<file path="src/rtl/cpu_pkg.sv">
// cpu_pkg: constants and types shared by the fetch path
package cpu_pkg;

    localparam int DEF_ADDR_WIDTH   = 14;
    localparam int DEF_INST_WIDTH   = 32;
    localparam int DEF_RESET_VECTOR = 0;

    localparam logic [DEF_INST_WIDTH-1:0] NOP_WORD = '0;

    // Prefetch queue entry at the default widths; the queue re-declares it at its own widths
    typedef struct packed {
        logic [DEF_INST_WIDTH-1:0] inst;
        logic [DEF_ADDR_WIDTH-1:0] addr;
    } prefetch_entry_t;

endpackage

</file>
<file path="src/rtl/fetch_prefetch_queue_fifo.sv">
// prefetch_fifo: DEPTH-entry synchronous FIFO with clear, push, pop and occupancy count
module prefetch_fifo #(
    parameter int WIDTH = 46,
    parameter int DEPTH = 4
) (
    input  logic                     clock,
    input  logic                     nreset,
    input  logic                     clear,
    input  logic                     push,
    input  logic                     pop,
    input  logic [WIDTH-1:0]         wdata,
    output logic [WIDTH-1:0]         rdata,
    output logic [$clog2(DEPTH):0]   count
);

    localparam int PW = $clog2(DEPTH);

    logic [WIDTH-1:0] mem [DEPTH];
    logic [PW-1:0]    rd_ptr;
    logic [PW-1:0]    wr_ptr;
    logic             take;

    assign take  = pop & (count != '0);
    assign rdata = mem[rd_ptr];

    // pointer and count update; clear beats push and pop
    always_ff @(posedge clock or negedge nreset)
        if (!nreset) begin
            rd_ptr <= '0;
            wr_ptr <= '0;
            count  <= '0;
        end else if (clear) begin
            rd_ptr <= '0;
            wr_ptr <= '0;
            count  <= '0;
        end else begin
            wr_ptr <= wr_ptr + PW'(push);
            rd_ptr <= rd_ptr + PW'(take);
            count  <= count + (PW+1)'(push) - (PW+1)'(take);
        end

    // storage needs no reset: the count gates everything read out of it
    always_ff @(posedge clock)
        if (push & ~clear) mem[wr_ptr] <= wdata;

endmodule

</file>
<file path="src/rtl/fetch_prefetch_queue.sv">
// fetch_prefetch_queue: credit-based program-memory prefetcher feeding decode through a small FIFO
module fetch_prefetch_queue
    import cpu_pkg::*;
#(
    parameter int ADDR_WIDTH   = DEF_ADDR_WIDTH,
    parameter int INST_WIDTH   = DEF_INST_WIDTH,
    parameter int DEPTH        = 4,
    parameter int MEM_LATENCY  = 1,
    parameter int RESET_VECTOR = DEF_RESET_VECTOR
) (
    input  logic                    clock,
    input  logic                    nreset,
    output logic                    prog_mem_en,
    output logic [ADDR_WIDTH-1:0]   prog_mem_addr,
    input  logic [INST_WIDTH-1:0]   prog_mem_rd_data,
    input  logic                    redirect,
    input  logic [ADDR_WIDTH-1:0]   redirect_addr,
    input  logic                    halt,
    input  logic                    inst_pop,
    output logic                    inst_valid,
    output logic [INST_WIDTH-1:0]   inst_word,
    output logic [ADDR_WIDTH-1:0]   inst_addr,
    output logic [ADDR_WIDTH-1:0]   inst_ret_addr,
    output logic [$clog2(DEPTH):0]  occupancy
);

    typedef struct packed {
        logic [INST_WIDTH-1:0] inst;
        logic [ADDR_WIDTH-1:0] addr;
    } entry_t;

    logic                  run;
    logic [ADDR_WIDTH-1:0] pc;
    logic [ADDR_WIDTH-1:0] last_addr;
    logic [MEM_LATENCY-1:0] pipe_v;
    logic [ADDR_WIDTH-1:0] pipe_a [MEM_LATENCY];
    logic [31:0]           inflight;
    logic                  issue;
    entry_t                head;

    // count reads still travelling through program memory
    always_comb begin
        inflight = '0;
        for (int i = 0; i < MEM_LATENCY; i++) inflight = inflight + 32'(pipe_v[i]);
    end

    // credit check ignores a same-cycle pop, so queued plus in-flight never exceeds DEPTH
    assign issue         = run & ~halt & ~redirect & (32'(occupancy) + inflight < 32'(DEPTH));
    assign prog_mem_en   = issue;
    assign prog_mem_addr = pc;

    // PC steps on issue and jumps on redirect; run keeps the strobe low for the first cycle out of reset
    always_ff @(posedge clock or negedge nreset)
        if (!nreset) begin
            run <= 1'b0;
            pc  <= ADDR_WIDTH'(RESET_VECTOR);
        end else begin
            run <= 1'b1;
            pc  <= redirect ? redirect_addr : issue ? pc + 1'b1 : pc;
        end

    // in-flight valid bits: slot 0 takes the new issue, the last slot has its data on the bus
    always_ff @(posedge clock or negedge nreset)
        if (!nreset) pipe_v <= '0;
        else         pipe_v <= redirect ? '0 : MEM_LATENCY'({pipe_v, issue});

    // in-flight addresses travel alongside the valid bits
    always_ff @(posedge clock) begin
        pipe_a[0] <= pc;
        for (int i = 1; i < MEM_LATENCY; i++) pipe_a[i] <= pipe_a[i-1];
    end

    prefetch_fifo #(
        .WIDTH ($bits(entry_t)),
        .DEPTH (DEPTH)
    ) u_fifo (
        .clock  (clock),
        .nreset (nreset),
        .clear  (redirect),
        .push   (pipe_v[MEM_LATENCY-1]),
        .pop    (inst_pop),
        .wdata  ({prog_mem_rd_data, pipe_a[MEM_LATENCY-1]}),
        .rdata  (head),
        .count  (occupancy)
    );

    assign inst_valid    = occupancy != '0;
    assign inst_word     = inst_valid ? head.inst : INST_WIDTH'(NOP_WORD);
    assign inst_addr     = inst_valid ? head.addr : last_addr;
    assign inst_ret_addr = inst_addr + 1'b1;

    // remember the last head address so the address outputs hold while the queue is empty
    always_ff @(posedge clock or negedge nreset)
        if (!nreset)         last_addr <= '0;
        else if (inst_valid) last_addr <= head.addr;

endmodule

</file>
<file path="config.mk">
export PLATFORM = sky130hd
export DESIGN_NAME = fetch_prefetch_queue
export DESIGN_NICKNAME = d
export VERILOG_FILES = /design/src/rtl/cpu_pkg.sv /design/src/rtl/fetch_prefetch_queue_fifo.sv /design/src/rtl/fetch_prefetch_queue.sv
export SDC_FILE = /design/constraint.sdc
export NUM_CORES = 1
export LEC_CHECK = 0
export CELL_PAD_IN_SITES_DETAIL_PLACEMENT = 1
export CELL_PAD_IN_SITES_GLOBAL_PLACEMENT = 1
export CORE_AREA = 2 2 185 169
export CTS_BUF_LIST = sky130_fd_sc_hd__clkbuf_16
export CTS_CLUSTER_DIAMETER = 80
export DETAILED_ROUTE_END_ITERATION = 16
export DIE_AREA = 0 0 187 171
export PLACE_DENSITY = 0.53
export SKIP_LAST_GASP = 1
export SYNTH_ARGS = -nofsm -noshare
export SYNTH_HDL_FRONTEND = slang
export SYNTH_SLANG_ARGS = --single-unit
</file>
<file path="constraint.sdc">
create_clock -name clock -period 11.1 [get_ports clock]
set_input_delay 1.11 -clock clock [delete_from_list [all_inputs] [get_ports clock]]
set_output_delay 1.11 -clock clock [all_outputs]
set_load 0.02 [all_outputs]
</file>
==> results.cfg <==
[cts]
holdBufCountCts = 0
clock_latency_ps = 530
clockBufferDepth = 3
cts_setup_buffers = 0
cts.sinks = 235
cts_made_buffers = 27
h-tree-depth = 1
cts_root_buf = clkbuf_16
cts_resized = 0
clk_pin_slew_worst_paths_ps = 60
cts_tree = built

[critical_path]
path_cells = nor3_4 -> inv_2 -> nand2_1 -> and2_1 -> inv_1 -> ha_1 -> nor2b_1 -> nand3_1 -> xnor2_1 -> clkdlybuf4s50_1
worstReg2RegEnd = u_fifo.count[2]
path_max_fanout = 49
worstPathArrival_ps = 4110
start_kind = register
reg2regPathDepth = 10
reg2reg_slack_ps = 8070
crit_type = register to output pin
crit_slowest_cell = inv_2
crit_required_ps = 9990
cp.buffers_inverters = 3
r2r-start = u_fifo.count[1]
crit_family = buffers and inverters
endpoint_kind = output pin
crit_start = u_fifo.count[1]
cp_slowest_stage_delay_ps = 760

[route]
wirelength_mm = 21.01
drt-initial-drc-count = 196
routedWlPerCell_um = 19.36
avgViaCountPerCell = 4.626
drtAntennaViolNets = 0
drt_pass1_iterations = 4
drc_errors = 0
vias = 5019

[flow_run]
max-cap-violations = 0

[die]
start_util = 0.3049
die_area_um2 = 31980
die_h_um = 171
io_pins = 130
rows = 61
core_region_area_um2 = 30300
die_x_um = 187

[synthesis]
synth_nets = 570
syn_inst = 511
synth-seq-cells = 235
ys_warn_count = 0
yosysSeqAreaShare = 0.7286
yosys.cell_types.count = 50
syn_avg_cell_area_um2 = 18.08
synthArstFlopShare = 0.1574
synth_area_um2 = 9239
synth-edff-count = 184
synthFlopType = edfxtp_1

[cells_and_area]
drive_gt1_frac = 0.1435
antenna_cells = 0
final_cells = 1085
fillCellCount = 3032
final_cell_mix = edfxtp_1 (184), clkdlybuf4s50_1 (128), mux4_2 (39), nand2_1 (38), dfrtp_1 (35)
layout_commonest_cell = edfxtp_1
fin_nets = 714
area_delta_synth_final_pct = 28.58

[pwr]
cellPowerDensity_nw_per_um2 = 264.3
leakagePower_nw = 4.046
ir_worst_vdd_v = 0.0001375

[sta]
finalSetupViolations = 0
tightest_slew_ps = 1025
fin_crit_ps = 5221
timing.setup.tns_ps = 0
rsz0062_at_grt = no
fmax_mhz = 191.5
hold_violations = 0
period_share = 0.4704
fin_skew_ps = 13.04
fin_ws_ps = 5879
maxSlewViolCount = 0
relSlewSlack = 0.3156

[hold_path]
hold_class = register to register
whs_endpoint = pipe_a[0][13]
hp-start = prog_mem_addr[13]
whs_path_depth = 0

[global_routing]
grt_pass1_vias = 5688
overflow = 0
grt_pass1_wl_mm = 33.21
grt_usage = 0.1342
grt_max_degree = 50
antenna_found_initial = 0

[placed_design]
dp_hpwl_mm = 12.89
place_congestion = 0.7776
port_buffers = 129
pre_cts_slack_ps = 6351
placed_cells = 1035

[status]
status = finished clean
worst register-to-register path: stages, from the launching register on:
cell     delay (ps)
dfrtp_1         480
nor3_4          440
inv_2           520
and2_1          380
ha_1            270
inv_1            50
ha_1            130
inv_1            50
fa_1            380
xnor2_1         160
nor2_1           50
metal layers:
| layer | vias to the layer above | track usage | wire [µm] |
|---|---|---|---|
| li1 | 2283 | - | - |
| met1 | 2585 | 0.1717 | 9258 |
| met2 | 118 | 0.2264 | 10050 |
| met3 | 33 | 0.03385 | 1155 |
| met4 | 0 | 0.03934 | 545 |
| met5 | - | 0 | 0 |
layout make-up:
| class | instances | area (µm²) | share of cell area |
|---|---|---|---|
| clock buffers | 27 | 675.6 | 0.05688 |
| clock inverters | 23 | 202.7 | 0.01706 |
| flip-flops and latches | 235 | 6736 | 0.5671 |
| multi-input cells | 236 | 2346 | 0.1975 |
| well taps | 409 | 511.7 | 0.04308 |
| repair buffers | 135 | 1331 | 0.1121 |
| inverters | 20 | 75.07 | 0.006320 |
sequential cells by signal, indices dropped and copies added, names as in the netlist:
| name | cells |
|---|---|
| pipe_a | 14 |
| u_fifo.count | 3 |
| last_addr | 14 |
| u_fifo.mem | 184 |
| prog_mem_addr | 14 |
| u_fifo.rd_ptr | 2 |
| pipe_v | 1 |
| run | 1 |
| u_fifo.wr_ptr | 2 |
Yosys cell counts, types with 2 or more instances:
cell,number,area (µm²)
nor2b_1,6,37.54
nor2_1,7,26.28
dfrtp_1,37,925.9
o41ai_1,3,26.28
and3_1,3,18.77
a21oi_1,2,10.01
ha_1,7,87.58
nor3b_1,3,22.52
buf_6,2,22.52
and2_1,34,212.7
nor4_1,2,12.51
edfxtp_1,184,5525
buf_2,6,30.03
xnor2_1,16,140.1
mux4_1,7,183.9
buf_1,2,7.510
nand3_1,11,55.05
dfxtp_1,14,280.3
mux2i_1,8,80.08
o311ai_0,9,78.83
nand2_1,38,142.6
mux4_2,39,878.3
inv_1,18,67.56
o21ai_0,10,50.05
nand4_1,7,43.79
clkbuf_1,9,33.78
nor3_1,4,20.02
worst max-delay path by stage:
stage                              to  slack (ps)  depth (start not counted)
floorplan            u_fifo.mem[0][0]        5720                          3
global placement    inst_ret_addr[10]        6440                          9
detailed placement  inst_ret_addr[12]        6350                          9
CTS                 inst_ret_addr[12]        5790                          9
global route         inst_ret_addr[8]        5480                         10
finish              inst_ret_addr[12]        5880                         10
kinds of logic (layout without fill, tap and decap cells):
kind of cell / count (synthesis) / count (layout) / synth area share
other: 1 / 1 / 0.0004059
DFF: 235 / 235 / 0.7286
and+or+nand+nor: 121 / 121 / 0.07015
AOI/OAI and AO/OA: 34 / 34 / 0.02885
xor gates and xnor gates: 17 / 17 / 0.01612
adders and majority gates: 8 / 8 / 0.01165
buffers and inverters: 40 / 205 / 0.01909
muxes: 55 / 55 / 0.1251
stage by stage:
stage / cell area [µm²] / total power, W / hold slack, ps / utilization
finish: 11880 / 0.003140 / 433.5 / 0.3920
global route: 11880 / 0.003297 / 474.6 / 0.3920
CTS: 11880 / 0.003192 / 442.2 / 0.3920
detailed placement: 11000 / 0.002319 / 427.9 / 0.3631
global placement: 11000 / 0.002299 / 450.9 / 0.3631
floorplan: 9239 / 0.001760 / 438.3 / -
where the power goes:
group | leakage (nW) | switching, W | internal, W
combinational | 1.37 | 0.000637 | 0.000551
clock | 0.449 | 0.000346 | 0.000514
sequential | 2.23 | 0.0000838 | 0.00101
Power figures use the tool's default switching activity.
